## config.mk

```make
export PLATFORM = sky130hd
export DESIGN_NAME = wb_cpu_master
export DESIGN_NICKNAME = d
export VERILOG_FILES = /design/src/rtl/wb_cpu_master.sv
export SDC_FILE = /design/constraint.sdc
export NUM_CORES = 1
export LEC_CHECK = 0
export ABC_AREA = 1
export BUFFER_PORTS_ARGS = -buffer_cell sky130_fd_sc_hd__clkbuf_2
export CORE_MARGIN = 2
export CORE_UTILIZATION = 50
export CTS_BUF_LIST = sky130_fd_sc_hd__clkbuf_8
export CTS_CLUSTER_DIAMETER = 40
export DETAILED_ROUTE_END_ITERATION = 8
export GPL_ROUTABILITY_DRIVEN = 0
export PLACE_DENSITY = 0.84
export SETUP_SLACK_MARGIN = 0.1
export SLEW_MARGIN = 25
export SYNTH_ARGS = -nofsm -noshare
export SYNTH_HDL_FRONTEND = slang
export SYNTH_SLANG_ARGS = --single-unit
```

## constraint.sdc

```tcl
create_clock -name clk_i -period 2.2 [get_ports clk_i]
set_clock_uncertainty 0.1 [all_clocks]
set_input_delay 0.11 -clock clk_i [delete_from_list [all_inputs] [get_ports clk_i]]
set_output_delay 0.11 -clock clk_i [all_outputs]
set_load 0.01 [all_outputs]
```

## src/rtl/wb_cpu_master.sv

```systemverilog
// Wishbone single-beat initiator for CPU loads/stores: posted writes, blocking reads, stall-aware issue.
// Optional ack timeout is compiled in with `define WB_CPU_MASTER_TIMEOUT_EN.
module wb_cpu_master #(
    parameter int unsigned WB_DATA_WIDTH = 8,
    parameter int unsigned WB_ADDR_WIDTH = 7,
    parameter int unsigned ACK_TIMEOUT   = 15
) (
    input  logic                     clk_i,
    input  logic                     rst_i,
    input  logic                     cpu_req_i,
    input  logic                     cpu_we_i,
    input  logic [WB_ADDR_WIDTH-1:0] cpu_adr_i,
    input  logic [WB_DATA_WIDTH-1:0] cpu_dat_i,
    output logic                     cpu_ack_o,
    output logic [WB_DATA_WIDTH-1:0] cpu_dat_o,
    input  logic                     stall_i,
    output logic                     stb_o,
    output logic                     we_o,
    output logic [WB_ADDR_WIDTH-1:0] adr_o,
    output logic [WB_DATA_WIDTH-1:0] dat_o,
    input  logic                     ack_i,
    input  logic [WB_DATA_WIDTH-1:0] dat_i,
    output logic                     busy_o,
    output logic                     err_o
);

    typedef enum logic [1:0] {
        ST_IDLE   = 2'd0,
        ST_STROBE = 2'd1,
        ST_WAIT   = 2'd2
    } state_t;

    state_t                   state_q, state_d;
    logic                     stb_d;
    logic                     we_d;
    logic [WB_ADDR_WIDTH-1:0] adr_d;
    logic [WB_DATA_WIDTH-1:0] dat_d;
    logic                     cpu_ack_d;
    logic [WB_DATA_WIDTH-1:0] cpu_dat_d;
    logic                     busy_d;
    logic                     err_d;

`ifdef WB_CPU_MASTER_TIMEOUT_EN
    localparam int unsigned CNT_W = $clog2(ACK_TIMEOUT + 1);
    logic [CNT_W-1:0] cnt_q, cnt_d;
`else
    logic unused_timeout;
    assign unused_timeout = (ACK_TIMEOUT == 0);
`endif

    // State and registered outputs
    always_ff @(posedge clk_i) begin
        if (rst_i) begin
            state_q   <= ST_IDLE;
            stb_o     <= 1'b0;
            we_o      <= 1'b0;
            adr_o     <= '0;
            dat_o     <= '0;
            cpu_ack_o <= 1'b0;
            cpu_dat_o <= '0;
            busy_o    <= 1'b0;
            err_o     <= 1'b0;
`ifdef WB_CPU_MASTER_TIMEOUT_EN
            cnt_q     <= '0;
`endif
        end else begin
            state_q   <= state_d;
            stb_o     <= stb_d;
            we_o      <= we_d;
            adr_o     <= adr_d;
            dat_o     <= dat_d;
            cpu_ack_o <= cpu_ack_d;
            cpu_dat_o <= cpu_dat_d;
            busy_o    <= busy_d;
            err_o     <= err_d;
`ifdef WB_CPU_MASTER_TIMEOUT_EN
            cnt_q     <= cnt_d;
`endif
        end
    end

    // Next-state and next-output logic
    always_comb begin
        state_d   = state_q;
        stb_d     = 1'b0;
        we_d      = we_o;
        adr_d     = adr_o;
        dat_d     = dat_o;
        cpu_ack_d = 1'b0;
        cpu_dat_d = cpu_dat_o;
        err_d     = 1'b0;
`ifdef WB_CPU_MASTER_TIMEOUT_EN
        cnt_d     = cnt_q;
`endif

        case (state_q)
            ST_IDLE: begin
                // Request level is ignored while the previous ack is still visible
                if (cpu_req_i && !stall_i && !cpu_ack_o) begin
                    adr_d     = cpu_adr_i;
                    we_d      = cpu_we_i;
                    dat_d     = cpu_dat_i;
                    stb_d     = 1'b1;
                    cpu_ack_d = cpu_we_i;
                    state_d   = ST_STROBE;
                end
            end
            ST_STROBE: begin
                // Any ack seen here belongs to an earlier transfer
                state_d = ST_WAIT;
`ifdef WB_CPU_MASTER_TIMEOUT_EN
                cnt_d   = '0;
`endif
            end
            ST_WAIT: begin
                if (ack_i) begin
                    state_d = ST_IDLE;
                    if (!we_o) begin
                        cpu_ack_d = 1'b1;
                        cpu_dat_d = dat_i;
                    end
                end
`ifdef WB_CPU_MASTER_TIMEOUT_EN
                else if (cnt_q == CNT_W'(ACK_TIMEOUT - 1)) begin
                    state_d = ST_IDLE;
                    err_d   = 1'b1;
                    if (!we_o) begin
                        cpu_ack_d = 1'b1;
                        cpu_dat_d = '1;
                    end
                end else begin
                    cnt_d = cnt_q + CNT_W'(1);
                end
`endif
            end
            default: state_d = ST_IDLE;
        endcase

        busy_d = (state_d != ST_IDLE);
    end

endmodule

```

# == Word-level counts from Yosys, hierarchy flattened ==
# Cells that the tools add are included.
# word_totals
register_bits,29
inputBits,29
# classes
eq_ne,2
bitwise,2
reduce_logical,9
mux,8
# op_table
op,n
$pmux 2 s3,1
$mux 1,4
$mux 2,2
$reduce_and 3->1,1
$eq 2x1->1 const B,1
$eq 2x2->1 const B,1
$logic_and 1x1->1,2
$logic_not 1->1,2
$logic_not 2->1,1
$not 1->1,2
$pmux 1 s2,1
$reduce_and 2->1,1
$reduce_bool 2->1,1
$reduce_or 2->1,1

# == Depth between registers and ports, before layout ==
# logic_depth
word_depth,6
ltp_mapped,7
ltp_nobuf,6

# == Worst setup path after synthesis ==
# Ideal clock, no wire load.
# synth_path
kind,register to register
startpoint,register state_q[1]
endpoint,register adr_o[4]
setup_slack_ps,1066
path_stages_with_launch,8
arrival_time_ps,921
path_cell_list,dfxtp_1 nor2_4 nand2_2 nor2_4 buf_6 nand2_1 nand2_1 nor2_1
# synth_via
elab_chain_cells,2
# synth_lines
item,line_no,text
"start, declared",33,"state_t state_q, state_d;"
"start signal, assigned",67,state_q <= state_d;
$logic_not 2->1,96,case (state_q)
$reduce_and 2->1 (no line),-,
"end signal, assigned",70,adr_o <= adr_d;
"end, declared",19,"output logic [WB_ADDR_WIDTH-1:0] adr_o,"
# No other way between the ends.
# A chain may end at the register's enable or synchronous reset.

==> results.json <==
{
  "holdWs_ps": -1.327,
  "rows": 17,
  "path_class": "in2reg",
  "cap_violations": 0,
  "grt_pass1_wl_um": 3933,
  "power.density_nw_per_um2": 748.5,
  "required_ps": 2310,
  "rsz0062_at_grt": "no",
  "yosysSeqAreaShare_pct": 50.99,
  "viasPerCell": 4.396,
  "hp-class": "in2reg",
  "grt.overflow.total": 0,
  "portBuffers": 55,
  "clockPowerShare_pct": 36.4,
  "period_minus_slack_ps": 1493,
  "clock_sinks": 29,
  "cts_buffers": 5,
  "pwr-share-seq_pct": 49.4,
  "p_switching_uw": 288.4,
  "critPathMaxStageDelay_ps": 540,
  "ys_types": 19,
  "cts_tree": "done",
  "status": "complete, but fails checks",
  "drive_above_1_share_pct": 29.73,
  "post-dp-hpwl_um": 1559,
  "tightest_slew_ps": 620.0,
  "arrival_ps": 1610,
  "syn_area_per_cell_um2": 7.161,
  "violations": "negative hold slack",
  "fmax_mhz": 669.7,
  "vias": 1099,
  "num_io_pins": 57,
  "switching_share_pct": 24.75,
  "first_iter_violations": 11,
  "internal_power_uw": 876.6,
  "drc_errors": 0,
  "grt.total_usage_pct": 20.51,
  "crit_path_end_kind": "register",
  "syn_to_final_growth_pct": 36.70,
  "clk_path_buf_depth": 2,
  "setup_viol": 0,
  "wirelength_um": 2262,
  "peakVddDrop_uv": 548.8,
  "drv_slew": 0,
  "postCtsSetupBuffers": 0,
  "ant_nets": 0,
  "grt_pass1_vias": 1006,
  "slowest_stage": "dlygate4sd3_1",
  "clkLatencyLatePin_ps": 270,
  "layout.nets": 251,
  "min_period_over_period_pct": 67.87,
  "syn_nets": 188,
  "comb_power_share_pct": 14.2,
  "hold_viol_final": 1,
  "tns_ps": 0,
  "fp.coreArea_um2": 2191,
  "dr.pass1.iters": 2,
  "dieHeight_um": 51.72,
  "grt_max_degree": 31,
  "die_area_um2": 2675,
  "n_antenna_cell": 0,
  "path_clk_slew_ps": 60,
  "antenna_found_initial": 0,
  "netlist_instances": 159,
  "cp_max_fo": 23,
  "relSlewSlack_pct": 58.62,
  "path_cells": "dlygate4sd3_1 -> clkbuf_2 -> inv_1 -> o21ai_0 -> nor2_1",
  "ys_ff_latch": 29,
  "initial_core_util_pct": 51.97,
  "avgRoutedWirePerCell_um": 9.048,
  "root_buffer": "clkbuf_8",
  "synth_area_um2": 1139,
  "die_x_um": 51.72,
  "cts_max_level": 2,
  "leakagePower_uw": 0.0008481,
  "critPathLaunchType": "input pin",
  "ys_warn_count": 0
}
Yosys cell counts:
cell type,number,share of area (%)
inv_2,1,0.33
nor2_1,50,16
dfxtp_1,29,51
or2_1,1,0.55
nand2_1,35,12
nor2_4,2,2.0
o21ai_0,8,3.5
conb_1,1,0.33
nand3_2,1,0.88
nand2_2,1,0.55
inv_1,19,6.3
nor3_1,1,0.44
clkbuf_1,1,0.33
nand3_1,1,0.44
nand4_1,1,0.55
buf_1,1,0.33
buf_6,3,3.0
a21oi_1,2,0.88
buf_4,1,0.66
critical path, delay by kind of cell:
family | cells | cell delay, ps
buf+inv | 3 | 1160
simple gates | 1 | 120
compound gates | 1 | 220
path summary, 6_finish.rpt:
path                     start            to  slack, ps  depth (start not counted)
setup reg to reg    state_q[1]      dat_o[5]        710                          6
hold reg to reg   cpu_dat_o[7]  cpu_dat_o[7]        380                          2
hold / removal        dat_i[3]  cpu_dat_o[3]         -1                          3
setup / recovery         rst_i  cpu_dat_o[1]        710                          5
final cells by class:
cell class,instances,area (um^2)
Timing Repair Buffer,62,345.3
Inverter,20,75.07
Tap cell,28,35.03
Clock buffer,6,82.58
Fill cell,187,634.4
Sequential cell,29,580.6
Multi-Input combinational cell,104,434.2
Clock inverter,1,3.754
registers in the layout (all words and copies together), names as in the netlist:
signal     count
state_q        2
we_o           1
busy_o         1
cpu_ack_o      1
dat_o          8
stb_o          1
cpu_dat_o      8
adr_o          7
through the flow:
stage | util, % | cell area, um^2 | cells | total power (uW) | setup WS (ps)
6_report | 71.05 | 1556 | 250 | 1165 | 706.8
3_3_place_gp | 63.91 | 1400 | 236 | 740.5 | 743.8
2_1_floorplan | - | 1139 | 159 | 685.5 | 1066
3_5_place_dp | 63.91 | 1400 | 236 | 742.5 | 697.7
5_1_grt | 71.05 | 1556 | 250 | 1227 | 513.9
4_1_cts | 71.05 | 1556 | 250 | 1176 | 693.3
cell usage in the layout, fill, tap and decap left out, types with 2 or more instances in the layout:
cell,synthesis,layout
nor2_1,50,50
clkbuf_8,0,6
dlygate4sd3_1,0,7
o21ai_0,8,8
a21oi_1,2,2
nand2_1,35,35
nor2_4,2,2
inv_1,19,20
dfxtp_1,29,29
clkbuf_2,0,55
timing repair:
item | 4_1_cts | 5_1_grt
hold endpoints to repair | 11 | 0
resized for setup | 0 | 0
hold buffers | 7 | 0
cells by family (layout without fill, tap and decap cells):
| family | Yosys count | after routing | share of synthesized area (%) |
|---|---|---|---|
| AOI/OAI and AO/OA | 10 | 10 | 4.396 |
| buffers and inverters | 26 | 89 | 10.88 |
| and+or+nand+nor | 93 | 93 | 33.41 |
| other | 1 | 1 | 0.3294 |
| DFF | 29 | 29 | 50.99 |
metal layers:
metal / share of wire (%) / up-vias / global-route usage (%)
li1: - / 594 / -
met1: 45 / 451 / 21.94
met2: 43 / 49 / 33.33
met3: 10 / 5 / 11.49
met4: 1.9 / 0 / 8.333
met5: 0 / - / 0
power groups by stage:
stage	logic, uW	clock network, uW	registers [uW]
after global routing	191	457	579
final	165	424	575
after floorplan	85.6	0	600
after detailed placement	156	0	587
after global placement	155	0	586
after CTS	166	435	576
No activity file was read; power rests on OpenSTA's default activity.
